--- src/rtl/orsram_arb_if.sv ---
// Bus bundle between the two requesters, the arbiter and the output-row SRAM array.
// Handshake: a requester raises *_req with its payload and holds both stable until
// the matching *_gnt is high in the same cycle; the transfer happens at that edge.
// rd_valid is a one-cycle pulse qualifying rd_data; there is no back-pressure on it.
interface orsram_arb_if #(
   parameter int SRAM_NUM = 8,
   parameter int AW       = 7,
   parameter int DW       = 8
);
   logic                   wr_req;
   logic [SRAM_NUM-1:0]    wr_mask;
   logic [SRAM_NUM*AW-1:0] wr_addr;
   logic [SRAM_NUM*DW-1:0] wr_data;
   logic                   wr_gnt;
   logic                   rd_req;
   logic [SRAM_NUM*AW-1:0] rd_addr;
   logic                   rd_gnt;
   logic                   rd_valid;
   logic [SRAM_NUM*DW-1:0] rd_data;
   logic                   sram_cen;
   logic [SRAM_NUM-1:0]    sram_wen;
   logic [SRAM_NUM*AW-1:0] sram_a;
   logic [SRAM_NUM*DW-1:0] sram_d;
   logic [SRAM_NUM*DW-1:0] sram_q;

   // Arbiter side
   modport slave (
      input  wr_req, wr_mask, wr_addr, wr_data, rd_req, rd_addr, sram_q,
      output wr_gnt, rd_gnt, rd_valid, rd_data, sram_cen, sram_wen, sram_a, sram_d
   );

   // Requester / array side
   modport master (
      output wr_req, wr_mask, wr_addr, wr_data, rd_req, rd_addr, sram_q,
      input  wr_gnt, rd_gnt, rd_valid, rd_data, sram_cen, sram_wen, sram_a, sram_d
   );
endinterface

--- src/rtl/orsram_arb.sv ---
// Two-port arbiter and command sequencer for the output-row SRAM array.
// One operation per cycle is granted, registered into the command stage (C) that
// drives the macros, and reads return through stage R two cycles after the grant.
module orsram_arb #(
   parameter int SRAM_NUM = 8,
   parameter int AW       = 7,
   parameter int DW       = 8,
   parameter int WR_PRIO  = 0
) (
   input  logic         clk,
   input  logic         rst_n,
   orsram_arb_if.slave  bus
);

   localparam int AWT = SRAM_NUM * AW;
   localparam int DWT = SRAM_NUM * DW;

   logic            last_wr_q, last_wr_d;
   logic            cen_q, cen_d;
   logic [SRAM_NUM-1:0] wen_q, wen_d;
   logic [AWT-1:0]  a_q, a_d;
   logic [DWT-1:0]  d_q, d_d;
   logic            rd_c_q, rd_c_d;
   logic            rd_v_q, rd_v_d;
   logic [DWT-1:0]  hold_q, hold_d;

   logic            wr_gnt;
   logic            rd_gnt;
   logic            contested;

   // Grant selection: lone requester wins; on contest either write priority or
   // alternate against the winner of the previous contest. No grants in reset.
   always_comb begin
      wr_gnt    = 1'b0;
      rd_gnt    = 1'b0;
      contested = bus.wr_req && bus.rd_req;
      if (rst_n) begin
         if (contested) begin
            if ((WR_PRIO != 0) || !last_wr_q) begin
               wr_gnt = 1'b1;
            end else begin
               rd_gnt = 1'b1;
            end
         end else begin
            wr_gnt = bus.wr_req;
            rd_gnt = bus.rd_req;
         end
      end
   end

   // Next state for the contest history, stage C and stage R.
   always_comb begin
      last_wr_d = last_wr_q;
      cen_d     = 1'b1;
      wen_d     = '1;
      a_d       = a_q;
      d_d       = d_q;
      rd_c_d    = 1'b0;
      rd_v_d    = rd_c_q;
      hold_d    = hold_q;

      if (contested) begin
         last_wr_d = wr_gnt;
      end

      if (wr_gnt) begin
         // Unmasked banks see CEN low with WEN high: a read whose Q is ignored.
         cen_d = 1'b0;
         wen_d = ~bus.wr_mask;
         a_d   = bus.wr_addr;
         d_d   = bus.wr_data;
      end else if (rd_gnt) begin
         cen_d  = 1'b0;
         a_d    = bus.rd_addr;
         rd_c_d = 1'b1;
      end

      // Keep the last returned word so rd_data is stable between pulses.
      if (rd_v_q) begin
         hold_d = bus.sram_q;
      end
   end

   // State registers with synchronous active-low reset; reset drops in-flight reads.
   always_ff @(posedge clk) begin
      if (!rst_n) begin
         last_wr_q <= 1'b0;
         cen_q     <= 1'b1;
         wen_q     <= '1;
         a_q       <= '0;
         d_q       <= '0;
         rd_c_q    <= 1'b0;
         rd_v_q    <= 1'b0;
         hold_q    <= '0;
      end else begin
         last_wr_q <= last_wr_d;
         cen_q     <= cen_d;
         wen_q     <= wen_d;
         a_q       <= a_d;
         d_q       <= d_d;
         rd_c_q    <= rd_c_d;
         rd_v_q    <= rd_v_d;
         hold_q    <= hold_d;
      end
   end

   // The macro output register already holds the read word in the valid cycle,
   // so it is passed straight through then and the held copy is shown otherwise.
   assign bus.wr_gnt   = wr_gnt;
   assign bus.rd_gnt   = rd_gnt;
   assign bus.sram_cen = cen_q;
   assign bus.sram_wen = wen_q;
   assign bus.sram_a   = a_q;
   assign bus.sram_d   = d_q;
   assign bus.rd_valid = rd_v_q;
   assign bus.rd_data  = rd_v_q ? bus.sram_q : hold_q;

endmodule

--- src/flat_wrapper.sv ---
// flat-port wrapper written by rule: the top's interface ports become plain ports
module orsram_arb_flat 
#(
   parameter int SRAM_NUM = 8,
   parameter int AW       = 7,
   parameter int DW       = 8,
   parameter int WR_PRIO  = 0
)
  (clk, rst_n, bus_wr_req, bus_wr_mask, bus_wr_addr, bus_wr_data, bus_rd_req, bus_rd_addr, bus_sram_q, bus_wr_gnt, bus_rd_gnt, bus_rd_valid, bus_rd_data, bus_sram_cen, bus_sram_wen, bus_sram_a, bus_sram_d);
  orsram_arb_if #(.SRAM_NUM(SRAM_NUM), .AW(AW), .DW(DW)) bus_i ();
  input  logic clk;
  input  logic rst_n;
  input wire logic [$bits(bus_i.wr_req)-1:0] bus_wr_req;
  input wire logic [$bits(bus_i.wr_mask)-1:0] bus_wr_mask;
  input wire logic [$bits(bus_i.wr_addr)-1:0] bus_wr_addr;
  input wire logic [$bits(bus_i.wr_data)-1:0] bus_wr_data;
  input wire logic [$bits(bus_i.rd_req)-1:0] bus_rd_req;
  input wire logic [$bits(bus_i.rd_addr)-1:0] bus_rd_addr;
  input wire logic [$bits(bus_i.sram_q)-1:0] bus_sram_q;
  output wire logic [$bits(bus_i.wr_gnt)-1:0] bus_wr_gnt;
  output wire logic [$bits(bus_i.rd_gnt)-1:0] bus_rd_gnt;
  output wire logic [$bits(bus_i.rd_valid)-1:0] bus_rd_valid;
  output wire logic [$bits(bus_i.rd_data)-1:0] bus_rd_data;
  output wire logic [$bits(bus_i.sram_cen)-1:0] bus_sram_cen;
  output wire logic [$bits(bus_i.sram_wen)-1:0] bus_sram_wen;
  output wire logic [$bits(bus_i.sram_a)-1:0] bus_sram_a;
  output wire logic [$bits(bus_i.sram_d)-1:0] bus_sram_d;
  assign bus_i.wr_req = bus_wr_req;
  assign bus_i.wr_mask = bus_wr_mask;
  assign bus_i.wr_addr = bus_wr_addr;
  assign bus_i.wr_data = bus_wr_data;
  assign bus_i.rd_req = bus_rd_req;
  assign bus_i.rd_addr = bus_rd_addr;
  assign bus_i.sram_q = bus_sram_q;
  assign bus_wr_gnt = bus_i.wr_gnt;
  assign bus_rd_gnt = bus_i.rd_gnt;
  assign bus_rd_valid = bus_i.rd_valid;
  assign bus_rd_data = bus_i.rd_data;
  assign bus_sram_cen = bus_i.sram_cen;
  assign bus_sram_wen = bus_i.sram_wen;
  assign bus_sram_a = bus_i.sram_a;
  assign bus_sram_d = bus_i.sram_d;
  orsram_arb #(.SRAM_NUM(SRAM_NUM), .AW(AW), .DW(DW), .WR_PRIO(WR_PRIO)) u_core (.clk(clk), .rst_n(rst_n), .bus(bus_i));
endmodule
--- config.mk ---
export PLATFORM = sky130hd
export DESIGN_NAME = orsram_arb_flat
export DESIGN_NICKNAME = d
export VERILOG_FILES = /design/src/rtl/orsram_arb_if.sv /design/src/rtl/orsram_arb.sv /design/src/flat_wrapper.sv
export SDC_FILE = /design/constraint.sdc
export NUM_CORES = 1
export LEC_CHECK = 0
export ABC_AREA = 1
export ABC_CLOCK_PERIOD_IN_PS = 1380
export CORE_AREA = 2 2 176 178
export CTS_BUF_LIST = sky130_fd_sc_hd__clkbuf_8 sky130_fd_sc_hd__clkbuf_16
export DETAILED_ROUTE_END_ITERATION = 6
export DIE_AREA = 0 0 178 180
export GPL_TIMING_DRIVEN = 0
export PLACE_DENSITY = 0.68
export SYNTH_ARGS = -nofsm -noshare
export SYNTH_HDL_FRONTEND = slang
export SYNTH_SLANG_ARGS = --single-unit
export TNS_END_PERCENT = 5
--- constraint.sdc ---
create_clock -name clk -period 1.38 [get_ports clk]
set_clock_uncertainty 0.1 [all_clocks]
set_input_delay 0.276 -clock clk [delete_from_list [all_inputs] [get_ports clk]]
set_output_delay 0.276 -clock clk [all_outputs]
set_load 0.01 [all_outputs]
==> impl_metrics.yaml <==
yosys:
  synth_cell_types: 16
  syn-instance-count: 1080
  seq_area_frac_synth_pct: 50.5
  synth_most_common_cell: "nand2_1"
  synth_area_leaders: "dfxtp_1 50%, nand2_1 18%, nand3_1 7.3%"
  synth_edf_count: 0
  synthTopCellsByCount: "381 x nand2_1, 196 x dfxtp_1, 123 x inv_1"
  yosys_warnings: 0
  synth_seq_cells: 196
  synth_area_um2: 7770
  synth_top_area_share_pct: 50.5
  syn_avg_cell_area_um2: 7.20
  synthArstFlopShare_pct: 0
  synth_top_cell_by_area: "dfxtp_1"
  synth_top_flop_cell: "dfxtp_1"
  syn_nets: 1332
sta:
  setup-violations-final: 137
  finalCritPeriodShare_pct: 132
  final-max-slew-violation-count: 0
  setup_ws_ns: -0.448
  slew_headroom_pct: 52.7
  min_period_ns: 1.83
  tightest_slew_ns: 0.710
  rsz0062_at_grt: "yes"
  fmax_mhz: 547
  hold_viol: 0
floorplan:
  start_util_pct: 25.7
  die_h_um: 180
  die_width_um: 178
  core_um2: 30200
  num_rows: 64
  io_pins: 448
  die_area_um2: 32000
setup_path:
  max_stage_delay_ns: 0.45
  cp-end-kind: "output pin"
  crit_fanout: 6
  crit_arrival_ns: 1.45
  cp-start-kind: "register"
  crit_chain: "buf_12, clkbuf_8, nand2_1, nand2_1, buf_2"
  cp_data_required_time_ns: 1.00
  crit_path_top_delay_cell: "dfxtp_4"
  path_class: "register to output pin"
  path_common_cell: "nand2_1"
grt:
  busiest_layer: "met2"
  overflow: 0
  antenna_found_initial: 1
  met2_usage_pct: 31.3
  met1_usage_pct: 19.4
  track_usage_pct: 17.8
  grt_max_degree: 21
  grt_pass1_vias: 8554
  grt_pass1_wl_um: 44600
  use_met3_pct: 5.27
drt:
  vias: 8618
  ant_nets: 0
  via_per_inst: 4.36
  first_pass_iters: 4
  drt_wl_total_um: 29900
  drtIter0Drc: 252
  wl_per_cell_um: 15.1
  drcViolationCount: 0
worst_hold_path:
  hold_class: "input pin to register"
cts:
  cts_tree: "done"
  cts.sinks: 196
  clk_path_buf_depth: 2
  clk_latency_ns: 0.42
  cts_hold_buffers: 0
  cts-root-buf: "clkbuf_16"
  numCtsBuffers: 17
  path_clk_slew_ns: 0.08
  cts_htree_levels: 4
finish:
  area_growth_pct: 72.7
  final_layout_size_suffix_gt1_share_pct: 27.9
  utilization_pct: 44.5
  final_net_count: 1818
  fill_cells: 3072
run_status:
  violations: "setup timing"
  outcome: "finished, violations left"
placed_design:
  gp_congestion: 0.904
  port_buffers: 446
  dpl.hpwl_um: 23000
power:
  p_leak_nw: 6.17
  p_total_w: 0.0136
  peakVddDrop_mv: 0.692
  pwr_density_cell_nw_per_um2: 1020
job:
  cap_violations: 0
[final timing paths]
check                                                   startpoint                                  to  slack (ns)  depth (start not counted)
worst min register to register  u_core.bus.sram_d[46]$_SDFFE_PN0P_  u_core.bus.sram_d[46]$_SDFFE_PN0P_        0.35                          2
worst max register to register       u_core.last_wr_q$_SDFFE_PN0N_  u_core.bus.sram_a[28]$_SDFFE_PN0P_       -0.15                          7
worst max-delay path                u_core.bus.rd_valid$_SDFF_PN0_                     bus_rd_data[18]       -0.45                          5
worst min-delay path                                         rst_n            u_core.rd_c_q$_SDFF_PP0_        0.21                          3
[sequential cells by signal, summed over array words and instances (netlist names)]
register             cells
u_core.hold_q           64
u_core.bus.sram_a       56
u_core.last_wr_q         1
u_core.bus.rd_valid      1
u_core.bus.sram_cen      1
u_core.rd_c_q            1
u_core.bus.sram_d       64
u_core.bus.sram_wen      8
[cell usage in the layout, fill, tap and decap left out]
master           instances
nand3_1                114
clkinvlp_4               1
inv_6                    5
clkbuf_8                 6
o21ai_0                  4
clkdlybuf4s15_2          1
nand2_2                 57
clkdlybuf4s15_1          1
clkdlybuf4s50_1        248
dlygate4sd2_1            2
o21ai_1                 60
nand2_1                312
buf_4                   20
dfxtp_2                 41
inv_4                    1
inv_2                    4
clkinv_4                 1
inv_1                  120
a21oi_4                  2
buf_12                   6
clkbuf_1                10
nor2_1                   2
a21oi_1                107
inv_8                    3
a21oi_2                 15
buf_2                  171
dfxtp_4                  4
buf_8                   11
clkbuf_4                 5
diode_2                  1
clkinv_8                 4
or2_1                    1
clkbuf_2                 8
clkbuf_16               21
buf_6                   41
nand2_4                 12
inv_12                   1
buf_1                    6
dfxtp_1                151
[cell families (layout without fill, tap and decap cells)]
logic type | after synthesis | count (layout) | synth area share (%)
compound gates | 188 | 188 | 12.7
buf+inv | 198 | 697 | 10.9
flops | 196 | 196 | 50.5
simple gates | 498 | 498 | 25.9
other cells | 0 | 1 | 0
[where the power goes]
part           internal (W)  switching, W
Combinational       0.00133       0.00118
Clock               0.00254       0.00249
Sequential          0.00596      0.000145
Total               0.00983       0.00381
[layer usage]
layer / up-vias / part of all wire (%)
li1: 4354 / -
met4: 0 / 3.8
met5: - / 0
met2: 321 / 49
met3: 62 / 7.5
met1: 3881 / 40
[critical path, delay by kind of cell, from the launching register on]
kind                   cells  cell delay (ns)
buffers and inverters      3             0.45
and+or+nand+nor            2             0.13
DFF                        1             0.45
[through the flow]
stage                     setup TNS (ns)  hold slack (ns)  setup slack [ns]  instances  instance area, um2
final                             -29.95            0.208            -0.448       1976               13400
after global routing              -45.23            0.178            -0.536       1976               13400
after CTS                         -42.48            0.180            -0.529       1963               13000
after detailed placement         -156.49            0.345             -1.31       1922               12700
after global placement           -150.72            0.343             -1.32       1922               12700
after floorplan                    -2.40            0.246           -0.0600       1080                7770
[final cells by class]
type	count	area [um2]	share of cell area, %
Clock inverter	13	148	1.10
Inverter	126	488	3.64
Sequential cell	196	3990	29.7
Tap cell	396	495	3.69
Buffer	72	693	5.16
Antenna cell	1	2.50	0.0186
Clock buffer	19	453	3.37
Multi-Input combinational cell	686	3270	24.3
Timing Repair Buffer	466	3870	28.9
Timing Repair inverter	1	11.3	0.0839
[timing repair]
action	in CTS	in global routing
pin swaps	8	21
cloned	2	3
setup endpoints to repair	382	229
gates resized for setup	878	183
setup buffers	7	10
No activity file was read; power rests on OpenSTA's default activity.
